## src/rtl/uranus.sv

```systemverilog
// uranus: single-cycle 32-bit MIPS-subset processor core.
//
// Each clock cycle one instruction is fetched from a combinational ROM,
// decoded and executed combinationally. The PC and the destination
// register update on the next rising edge. Data memory is a byte-addressable
// RAM with a combinational read path and an edge-triggered write.
//
// Ports:
//   clk                   system clock, rising edge
//   rst                   asynchronous, active-high reset
//   ram_en                data RAM access enable (loads and stores)
//   ram_write_en[3:0]     per-byte RAM write enables
//   ram_addr[31:0]        RAM byte address (rs + sext(imm))
//   ram_write_data[31:0]  store data
//   ram_read_data[31:0]   RAM read data, valid in the same cycle
//   rom_en                instruction ROM enable
//   rom_addr[31:0]        instruction address (the PC)
//   rom_read_data[31:0]   instruction word, valid in the same cycle
//   debug_pc_addr[31:0]   PC of the instruction executing this cycle
//   debug_reg_write_en    4'hF when a GPR write commits this cycle
//   debug_reg_write_addr  destination GPR index
//   debug_reg_write_data  value being written
module uranus #(
  parameter logic [31:0] RESET_PC = 32'hBFC0_0000
) (
  input  logic        clk,
  input  logic        rst,
  output logic        ram_en,
  output logic [3:0]  ram_write_en,
  output logic [31:0] ram_addr,
  output logic [31:0] ram_write_data,
  input  logic [31:0] ram_read_data,
  output logic        rom_en,
  output logic [31:0] rom_addr,
  input  logic [31:0] rom_read_data,
  output logic [31:0] debug_pc_addr,
  output logic [3:0]  debug_reg_write_en,
  output logic [4:0]  debug_reg_write_addr,
  output logic [31:0] debug_reg_write_data
);

  // Primary opcodes
  localparam logic [5:0] OP_SPECIAL = 6'h00;
  localparam logic [5:0] OP_J       = 6'h02;
  localparam logic [5:0] OP_JAL     = 6'h03;
  localparam logic [5:0] OP_BEQ     = 6'h04;
  localparam logic [5:0] OP_BNE     = 6'h05;
  localparam logic [5:0] OP_ADDIU   = 6'h09;
  localparam logic [5:0] OP_SLTI    = 6'h0A;
  localparam logic [5:0] OP_SLTIU   = 6'h0B;
  localparam logic [5:0] OP_ANDI    = 6'h0C;
  localparam logic [5:0] OP_ORI     = 6'h0D;
  localparam logic [5:0] OP_XORI    = 6'h0E;
  localparam logic [5:0] OP_LUI     = 6'h0F;
  localparam logic [5:0] OP_LB      = 6'h20;
  localparam logic [5:0] OP_LW      = 6'h23;
  localparam logic [5:0] OP_LBU     = 6'h24;
  localparam logic [5:0] OP_SB      = 6'h28;
  localparam logic [5:0] OP_SW      = 6'h2B;

  // SPECIAL function codes
  localparam logic [5:0] FN_SLL  = 6'h00;
  localparam logic [5:0] FN_SRL  = 6'h02;
  localparam logic [5:0] FN_SRA  = 6'h03;
  localparam logic [5:0] FN_JR   = 6'h08;
  localparam logic [5:0] FN_ADDU = 6'h21;
  localparam logic [5:0] FN_SUBU = 6'h23;
  localparam logic [5:0] FN_AND  = 6'h24;
  localparam logic [5:0] FN_OR   = 6'h25;
  localparam logic [5:0] FN_XOR  = 6'h26;
  localparam logic [5:0] FN_NOR  = 6'h27;
  localparam logic [5:0] FN_SLT  = 6'h2A;
  localparam logic [5:0] FN_SLTU = 6'h2B;

  logic [31:0] pc_q, pc_d;
  logic [31:0] gpr_q [0:31];

  logic [5:0]  opcode, funct;
  logic [4:0]  rsIdx, rtIdx, rdIdx, shamt;
  logic [15:0] imm;
  logic [31:0] rsVal, rtVal, sextImm, zextImm, pcPlus4;

  logic        wrEn;
  logic [4:0]  wrAddr;
  logic [31:0] wrData;
  logic        regCommit;
  logic        memEn;
  logic [3:0]  memWe;
  logic [31:0] memAddr, memWdata;
  logic [7:0]  loadByte;

  assign opcode  = rom_read_data[31:26];
  assign rsIdx   = rom_read_data[25:21];
  assign rtIdx   = rom_read_data[20:16];
  assign rdIdx   = rom_read_data[15:11];
  assign shamt   = rom_read_data[10:6];
  assign funct   = rom_read_data[5:0];
  assign imm     = rom_read_data[15:0];

  assign sextImm = {{16{imm[15]}}, imm};
  assign zextImm = {16'h0000, imm};
  assign pcPlus4 = pc_q + 32'd4;
  assign memAddr = rsVal + sextImm;

  // $0 is hardwired to zero regardless of what the array slot holds.
  assign rsVal = (rsIdx == 5'd0) ? 32'h0 : gpr_q[rsIdx];
  assign rtVal = (rtIdx == 5'd0) ? 32'h0 : gpr_q[rtIdx];

  // Little-endian byte lane selection for LB/LBU.
  always_comb begin
    loadByte = ram_read_data[7:0];
    case (memAddr[1:0])
      2'd0: loadByte = ram_read_data[7:0];
      2'd1: loadByte = ram_read_data[15:8];
      2'd2: loadByte = ram_read_data[23:16];
      2'd3: loadByte = ram_read_data[31:24];
      default: loadByte = ram_read_data[7:0];
    endcase
  end

  // Decode/execute; anything not matched below falls through as a NOP.
  always_comb begin
    pc_d     = pcPlus4;
    wrEn     = 1'b0;
    wrAddr   = rtIdx;
    wrData   = 32'h0;
    memEn    = 1'b0;
    memWe    = 4'h0;
    memWdata = 32'h0;
    case (opcode)
      OP_SPECIAL: begin
        wrAddr = rdIdx;
        wrEn   = 1'b1;
        case (funct)
          FN_ADDU: wrData = rsVal + rtVal;
          FN_SUBU: wrData = rsVal - rtVal;
          FN_AND:  wrData = rsVal & rtVal;
          FN_OR:   wrData = rsVal | rtVal;
          FN_XOR:  wrData = rsVal ^ rtVal;
          FN_NOR:  wrData = ~(rsVal | rtVal);
          FN_SLT:  wrData = {31'h0, $signed(rsVal) < $signed(rtVal)};
          FN_SLTU: wrData = {31'h0, rsVal < rtVal};
          FN_SLL:  wrData = rtVal << shamt;
          FN_SRL:  wrData = rtVal >> shamt;
          FN_SRA:  wrData = $signed(rtVal) >>> shamt;
          FN_JR: begin
            wrEn = 1'b0;
            pc_d = rsVal;
          end
          default: wrEn = 1'b0;
        endcase
      end
      OP_ADDIU: begin wrEn = 1'b1; wrData = rsVal + sextImm; end
      OP_SLTI:  begin wrEn = 1'b1; wrData = {31'h0, $signed(rsVal) < $signed(sextImm)}; end
      OP_SLTIU: begin wrEn = 1'b1; wrData = {31'h0, rsVal < sextImm}; end
      OP_ANDI:  begin wrEn = 1'b1; wrData = rsVal & zextImm; end
      OP_ORI:   begin wrEn = 1'b1; wrData = rsVal | zextImm; end
      OP_XORI:  begin wrEn = 1'b1; wrData = rsVal ^ zextImm; end
      OP_LUI:   begin wrEn = 1'b1; wrData = {imm, 16'h0000}; end
      OP_LW: begin
        memEn  = 1'b1;
        wrEn   = 1'b1;
        wrData = ram_read_data;
      end
      OP_LB: begin
        memEn  = 1'b1;
        wrEn   = 1'b1;
        wrData = {{24{loadByte[7]}}, loadByte};
      end
      OP_LBU: begin
        memEn  = 1'b1;
        wrEn   = 1'b1;
        wrData = {24'h0, loadByte};
      end
      OP_SW: begin
        memEn    = 1'b1;
        memWe    = 4'hF;
        memWdata = rtVal;
      end
      OP_SB: begin
        memEn    = 1'b1;
        memWe    = 4'b0001 << memAddr[1:0];
        memWdata = {4{rtVal[7:0]}};
      end
      OP_BEQ: if (rsVal == rtVal) pc_d = pcPlus4 + {sextImm[29:0], 2'b00};
      OP_BNE: if (rsVal != rtVal) pc_d = pcPlus4 + {sextImm[29:0], 2'b00};
      OP_J:   pc_d = {pcPlus4[31:28], rom_read_data[25:0], 2'b00};
      OP_JAL: begin
        pc_d   = {pcPlus4[31:28], rom_read_data[25:0], 2'b00};
        wrEn   = 1'b1;
        wrAddr = 5'd31;
        wrData = pcPlus4;
      end
      default: ;
    endcase
  end

  // Writes to $0 are dropped here so they never show up on the trace.
  assign regCommit = wrEn && (wrAddr != 5'd0) && !rst;

  // PC and register file; reset clears every GPR so a mid-program reset
  // leaves no stale state behind.
  always_ff @(posedge clk or posedge rst) begin
    if (rst) begin
      pc_q <= RESET_PC;
      for (int i = 0; i < 32; i++) gpr_q[i] <= 32'h0;
    end else begin
      pc_q <= pc_d;
      if (regCommit) gpr_q[wrAddr] <= wrData;
    end
  end

  // Outputs are forced quiet while reset is held, independent of the
  // (meaningless) instruction word on rom_read_data.
  assign rom_en               = !rst;
  assign rom_addr             = pc_q;
  assign debug_pc_addr        = pc_q;
  assign ram_en               = memEn && !rst;
  assign ram_write_en         = rst ? 4'h0 : memWe;
  assign ram_addr             = (memEn && !rst) ? memAddr : 32'h0;
  assign ram_write_data       = rst ? 32'h0 : memWdata;
  assign debug_reg_write_en   = regCommit ? 4'hF : 4'h0;
  assign debug_reg_write_addr = regCommit ? wrAddr : 5'd0;
  assign debug_reg_write_data = regCommit ? wrData : 32'h0;

endmodule

```

## config.mk

```make
export PLATFORM = sky130hd
export DESIGN_NAME = uranus
export DESIGN_NICKNAME = d
export VERILOG_FILES = /design/src/rtl/uranus.sv
export SDC_FILE = /design/constraint.sdc
export NUM_CORES = 2
export LEC_CHECK = 0
export BUFFER_PORTS_ARGS = -buffer_cell sky130_fd_sc_hd__buf_2
export CAP_MARGIN = 20
export CORE_ASPECT_RATIO = 1.75
export CORE_MARGIN = 2
export CORE_UTILIZATION = 40
export DETAILED_ROUTE_END_ITERATION = 16
export PLACE_DENSITY = 0.61
export SYNTH_ARGS = -nofsm -noshare
export SYNTH_HDL_FRONTEND = slang
export SYNTH_SLANG_ARGS = --single-unit
```

## constraint.sdc

```tcl
create_clock -name clk -period 80.8 [get_ports clk]
set_input_delay 8.08 -clock clk [delete_from_list [all_inputs] [get_ports clk]]
set_output_delay 8.08 -clock clk [all_outputs]
set_load 0.005 [all_outputs]
```

Yosys cells after proc, flatten, opt, wreduce, memory -nomap -nowiden. Index checks and enable logic that the tools add are counted.

Flip-flop bits (word level): 1056. Input port bits: 66. Output and inout port bits: 175. Logic and storage cells: 137.

Add/subtract/negate cells: 5. Magnitude comparators: 8. Equality and inequality tests: 32. Shifts and indexed selects: 4. Muxes and demuxes: 30. Bitwise logic cells: 10. Reduce and logical (&&, ||, !) cells: 15.

Operators by type and width (count): 1024-bit bitwise mux (1); 32-bit 2-to-1 mux (13); 32-bit one-hot mux with 12 select lines (1); 32-bit one-hot mux with 11 select lines (1); 32-bit binary-select mux with 5-bit select (2); 32-bit demux with 5-bit select (1); 32-bit one-hot mux with 4 select lines (1); 32-bit adder (3); 32-bit < comparator (3); 6-bit == test (second input constant) (13); 32-bit one-hot mux with 2 select lines (1); 6-bit by 4-bit == test with 1-bit output (second input constant) (8); 32-bit by 3-bit adder with 32-bit output (second input constant) (1); 32-bit by 16-bit bitwise AND with 32-bit output (1); 32-bit bitwise AND (1); 32-bit == test (1); 32-bit by 16-bit < comparator with 1-bit output (1); 32-bit inequality test (1); 32-bit inverter (1); 32-bit by 16-bit bitwise OR with 32-bit output (1); 32-bit bitwise OR (1); 8-bit one-hot mux with 4 select lines (1); 32-bit by 5-bit << shifter with 32-bit output (1); 32-bit by 5-bit right shift with 32-bit output (1); other kinds (27) (44).

Logic depth before layout (Yosys ltp).
Word-level depth: 10. Depth in mapped cells: 31.

Least setup slack after synthesis. Ideal clock, no wire load.

Path kind: input to output. Start: input rst. End: output ram_addr[11]. Data arrival time: 36064 ps. Data required time: 72720 ps. Setup slack: 36656 ps. Stages: 5. Path buffers: 1. Cells stage by stage: clkbuf_1 -> inv_1 -> o41ai_1 -> inv_1 -> and2_1.

Cells in the longest elaborated chain, start to end: 3.

RTL lines: start: declaration (line 27) `input logic rst,`; 1-bit zero test; net rom_en (line 33) `output logic rom_en,`; 1-bit logical AND (line 220) `assign ram_addr = (memEn && !rst) ? memAddr : 32'h0;`; net ram_en (line 28) `output logic ram_en,`; 32-bit 2-to-1 mux (line 220); end: declaration (line 30) `output logic [31:0] ram_addr,`.

The timed path passes the listed nets, and every way through them passes these cells.

Final worst setup path.
Start: input rom_read_data[17]. End: output debug_reg_write_data[30].

Cells in the longest elaborated chain, start to end: 10.

RTL lines: start: declaration (line 35) `input logic [31:0] rom_read_data,`; branches (longest 9 deep; another with 32-bit subtractor); 32-bit 2-to-1 mux (*) (line 224) `assign debug_reg_write_data = regCommit ? wrData : 32'h0;`; end: declaration (line 39) `output logic [31:0] debug_reg_write_data`.

Every way passes the cells marked *. The select of a mux whose other input is x is not followed.

==> summary.txt <==
Peak VDD IR = 0.0169 mV
antenna violations before repair = 37
Synth cell types = 118
Synth Instances = 7976
final critical-path share of the clock period = 0.320
Final Skew = 51.8 ps
crit end category = output port
Area growth syn-to-layout = 10.1%
drt total wl = 391000 microns
most frequent cells in the layout = 1047 x dfrtp_1, 867 x nand2_1, 722 x nor2_1
vias per inst = 6.83
port buffer count = 240
CTS tree = yes
# Max-Cap Violations = 0
critical path required time = 72720 ps
DRC Markers = 0
fin crit period = 25870 ps
Syn Area/Cell = 9.36 sq um
setup TNS = 0 ps
Die X = 331 microns
commonest non-fill, non-tap cell in the layout = dfrtp_1
Ports = 241
H-tree levels = 3
post-synthesis sequential area ratio = 0.354
number of synthesized flops with an enable pin = 0
RD Place Congestion = 1.10
asr flop ratio synth = 1.00
Root Buffer = clkbuf_16
Crit Path Class = in2out
row cnt = 209
RSZ-0062 raised after global routing = no
global-route wire length before repair = 545000 microns
Lkg Pwr = 35.4 nW
RR Startpoint = gpr_q[2]
PwrDens = 19.0 mW/mm^2
Sink Count = 1056
Yosys warning total = 0
DRT iter0 DRCs = 7882
Slew HR = 0.123
Clock Path Buffers = 3
layout net count = 8136
Hold Crit Class = reg2reg
cts-stage hold buffer count = 0
# resized after CTS = 0
HP Start = gpr_q[1014]
Initial Utilization = 0.402
router iterations before antenna repair = 6
Vert. Die Dim = 575 microns
share of layout cells above drive strength 1 = 0.189
routed len/inst = 37.7 microns
core area = 0.185 sq mm
GRT Residual Overflow = 0
dominant synthesized flop cell = dfrtp_1
# fillers = 18000
post-DP HPWL = 274000 microns
arrival time worst endpoint = 17790 ps
GRT Total Usage = 0.408
Post-CTS Repair Setup Buffers = 0
grt met3 use = 0.113
worst-path maximum fanout = 95
number of setup violations in the final report = 0
full die area = 0.190 sq mm
Setup crit start = rom_read_data[17]
final hold slack = 400 ps
total CTS buffers = 100
fin. max-slew vios = 0
met2 Use GR = 0.639
Worst-path clk slew = 70 ps
Hold Fails Final Rpt = 0
Worst setup SP type = input pin
gr busiest metal = met2
Least-Margin Pin Slew = 1320 ps
Fmax = 38.7 MHz
later-pin clock latency in the skew report = 790 ps
DRT antenna net count = 0
synthesis-stage register bit count = 1056
status = finished clean
grt met1 use = 0.428
Vias = 71000
Mapped Area = 0.0746 sq mm
syn nets = 8247
pin count of the biggest net entering global routing = 163
vias in the first global route = 70200
final cells by class:
class | count | area, sq um | share of cell area
Sequential cell | 1056 | 26400 | 0.322
Antenna cell | 26 | 65.1 | 0.000792
Clock inverter | 44 | 744 | 0.00906
Timing Repair Buffer | 566 | 3940 | 0.0480
Multi-Input combinational cell | 5942 | 44400 | 0.540
Inverter | 199 | 754 | 0.00918
Tap cell | 2426 | 3040 | 0.0369
Clock buffer | 135 | 2820 | 0.0343
registers in the layout (all words and copies together), names as in the netlist:
signal,count
gpr_q,1024
debug_pc_addr,32
routing by layer:
metal | routed length (microns) | part of all wire | vias up
met2 | 179000 | 0.46 | 4635
met1 | 127000 | 0.32 | 35300
met5 | 223 | 0.00057 | -
li1 | - | - | 29200
met4 | 49100 | 0.13 | 30
met3 | 36600 | 0.093 | 1797
worst max-delay path, cell delays in order:
cell and delay (ps):
buf_8 560, buf_12 520, buf_4 890, buf_4 800
mux2i_1 300, a22oi_1 110, a21oi_1 300, nor4_4 90
buf_4 240, nand2_1 260, inv_1 130, ha_1 260
ha_1 230, a21oi_1 250, nor2_1 70, o21ai_0 320
o211ai_1 230, o211ai_1 660, o32ai_2 200, buf_4 210
a211oi_1 710, o211ai_1 190, a21oi_1 200, o21ai_2 80
buf_4 270, a31oi_1 830, buf_2 260
logic make-up after synthesis:
kind of cell | share of synthesized area
buf+inv | 0.0604
mux | 0.202
flops | 0.354
fa+ha+maj | 0.0347
xor+xnor | 0.0123
compound gates | 0.205
simple gates | 0.132
power breakdown:
part	switching, mW	total (mW)	internal (mW)
logic	0.284	0.434	0.150
clock network	0.232	0.531	0.300
registers	0.0345	0.598	0.564
per-stage QoR:
stage / instances / total power, mW / area [sq um] / worst slack [ps] / util
3_5_place_dp: 10200 / 1.02 / 78200 / 55260 / 0.422
5_1_grt: 10400 / 1.61 / 82100 / 54900 / 0.443
4_1_cts: 10400 / 1.55 / 81800 / 55290 / 0.441
3_3_place_gp: 10200 / 1.01 / 78100 / 55300 / 0.421
2_1_floorplan: 7976 / 0.867 / 74600 / 36660 / -
6_report: 10400 / 1.56 / 82200 / 54930 / 0.443
cells in the mapped netlist, types with 57 or more instances:
master       n  share of area
mux2i_1    458          0.061
a22oi_1    219          0.022
dfrtp_1   1047           0.35
buf_2      136         0.0091
a41oi_1     68         0.0080
a31oi_1     81         0.0068
clkbuf_1   465          0.023
o21ai_1    199          0.013
o211ai_1    57         0.0057
nor3_1     106         0.0071
nor2_1     745          0.037
ha_1       202          0.034
o21ai_0    557          0.037
mux2_2     115          0.017
nand3_1    138         0.0093
buf_4       85         0.0086
a21oi_1    665          0.045
a221oi_1    64         0.0075
inv_1      184         0.0093
mux4_2     404           0.12
nand2_1    892          0.045
xnor2_1     76         0.0089
path summary, 6_finish.rpt:
check,endpoint,slack (ps),cells after the start
setup / recovery,debug_reg_write_data[30],54930,27
hold / removal,gpr_q[1014],400,0
setup reg to reg,gpr_q[180],73130,20
hold reg to reg,gpr_q[1014],400,0
max in group asynchronous,gpr_q[603],68850,9
min in group asynchronous,debug_pc_addr[6],7550,3
No activity file was read; power rests on OpenSTA's default activity.
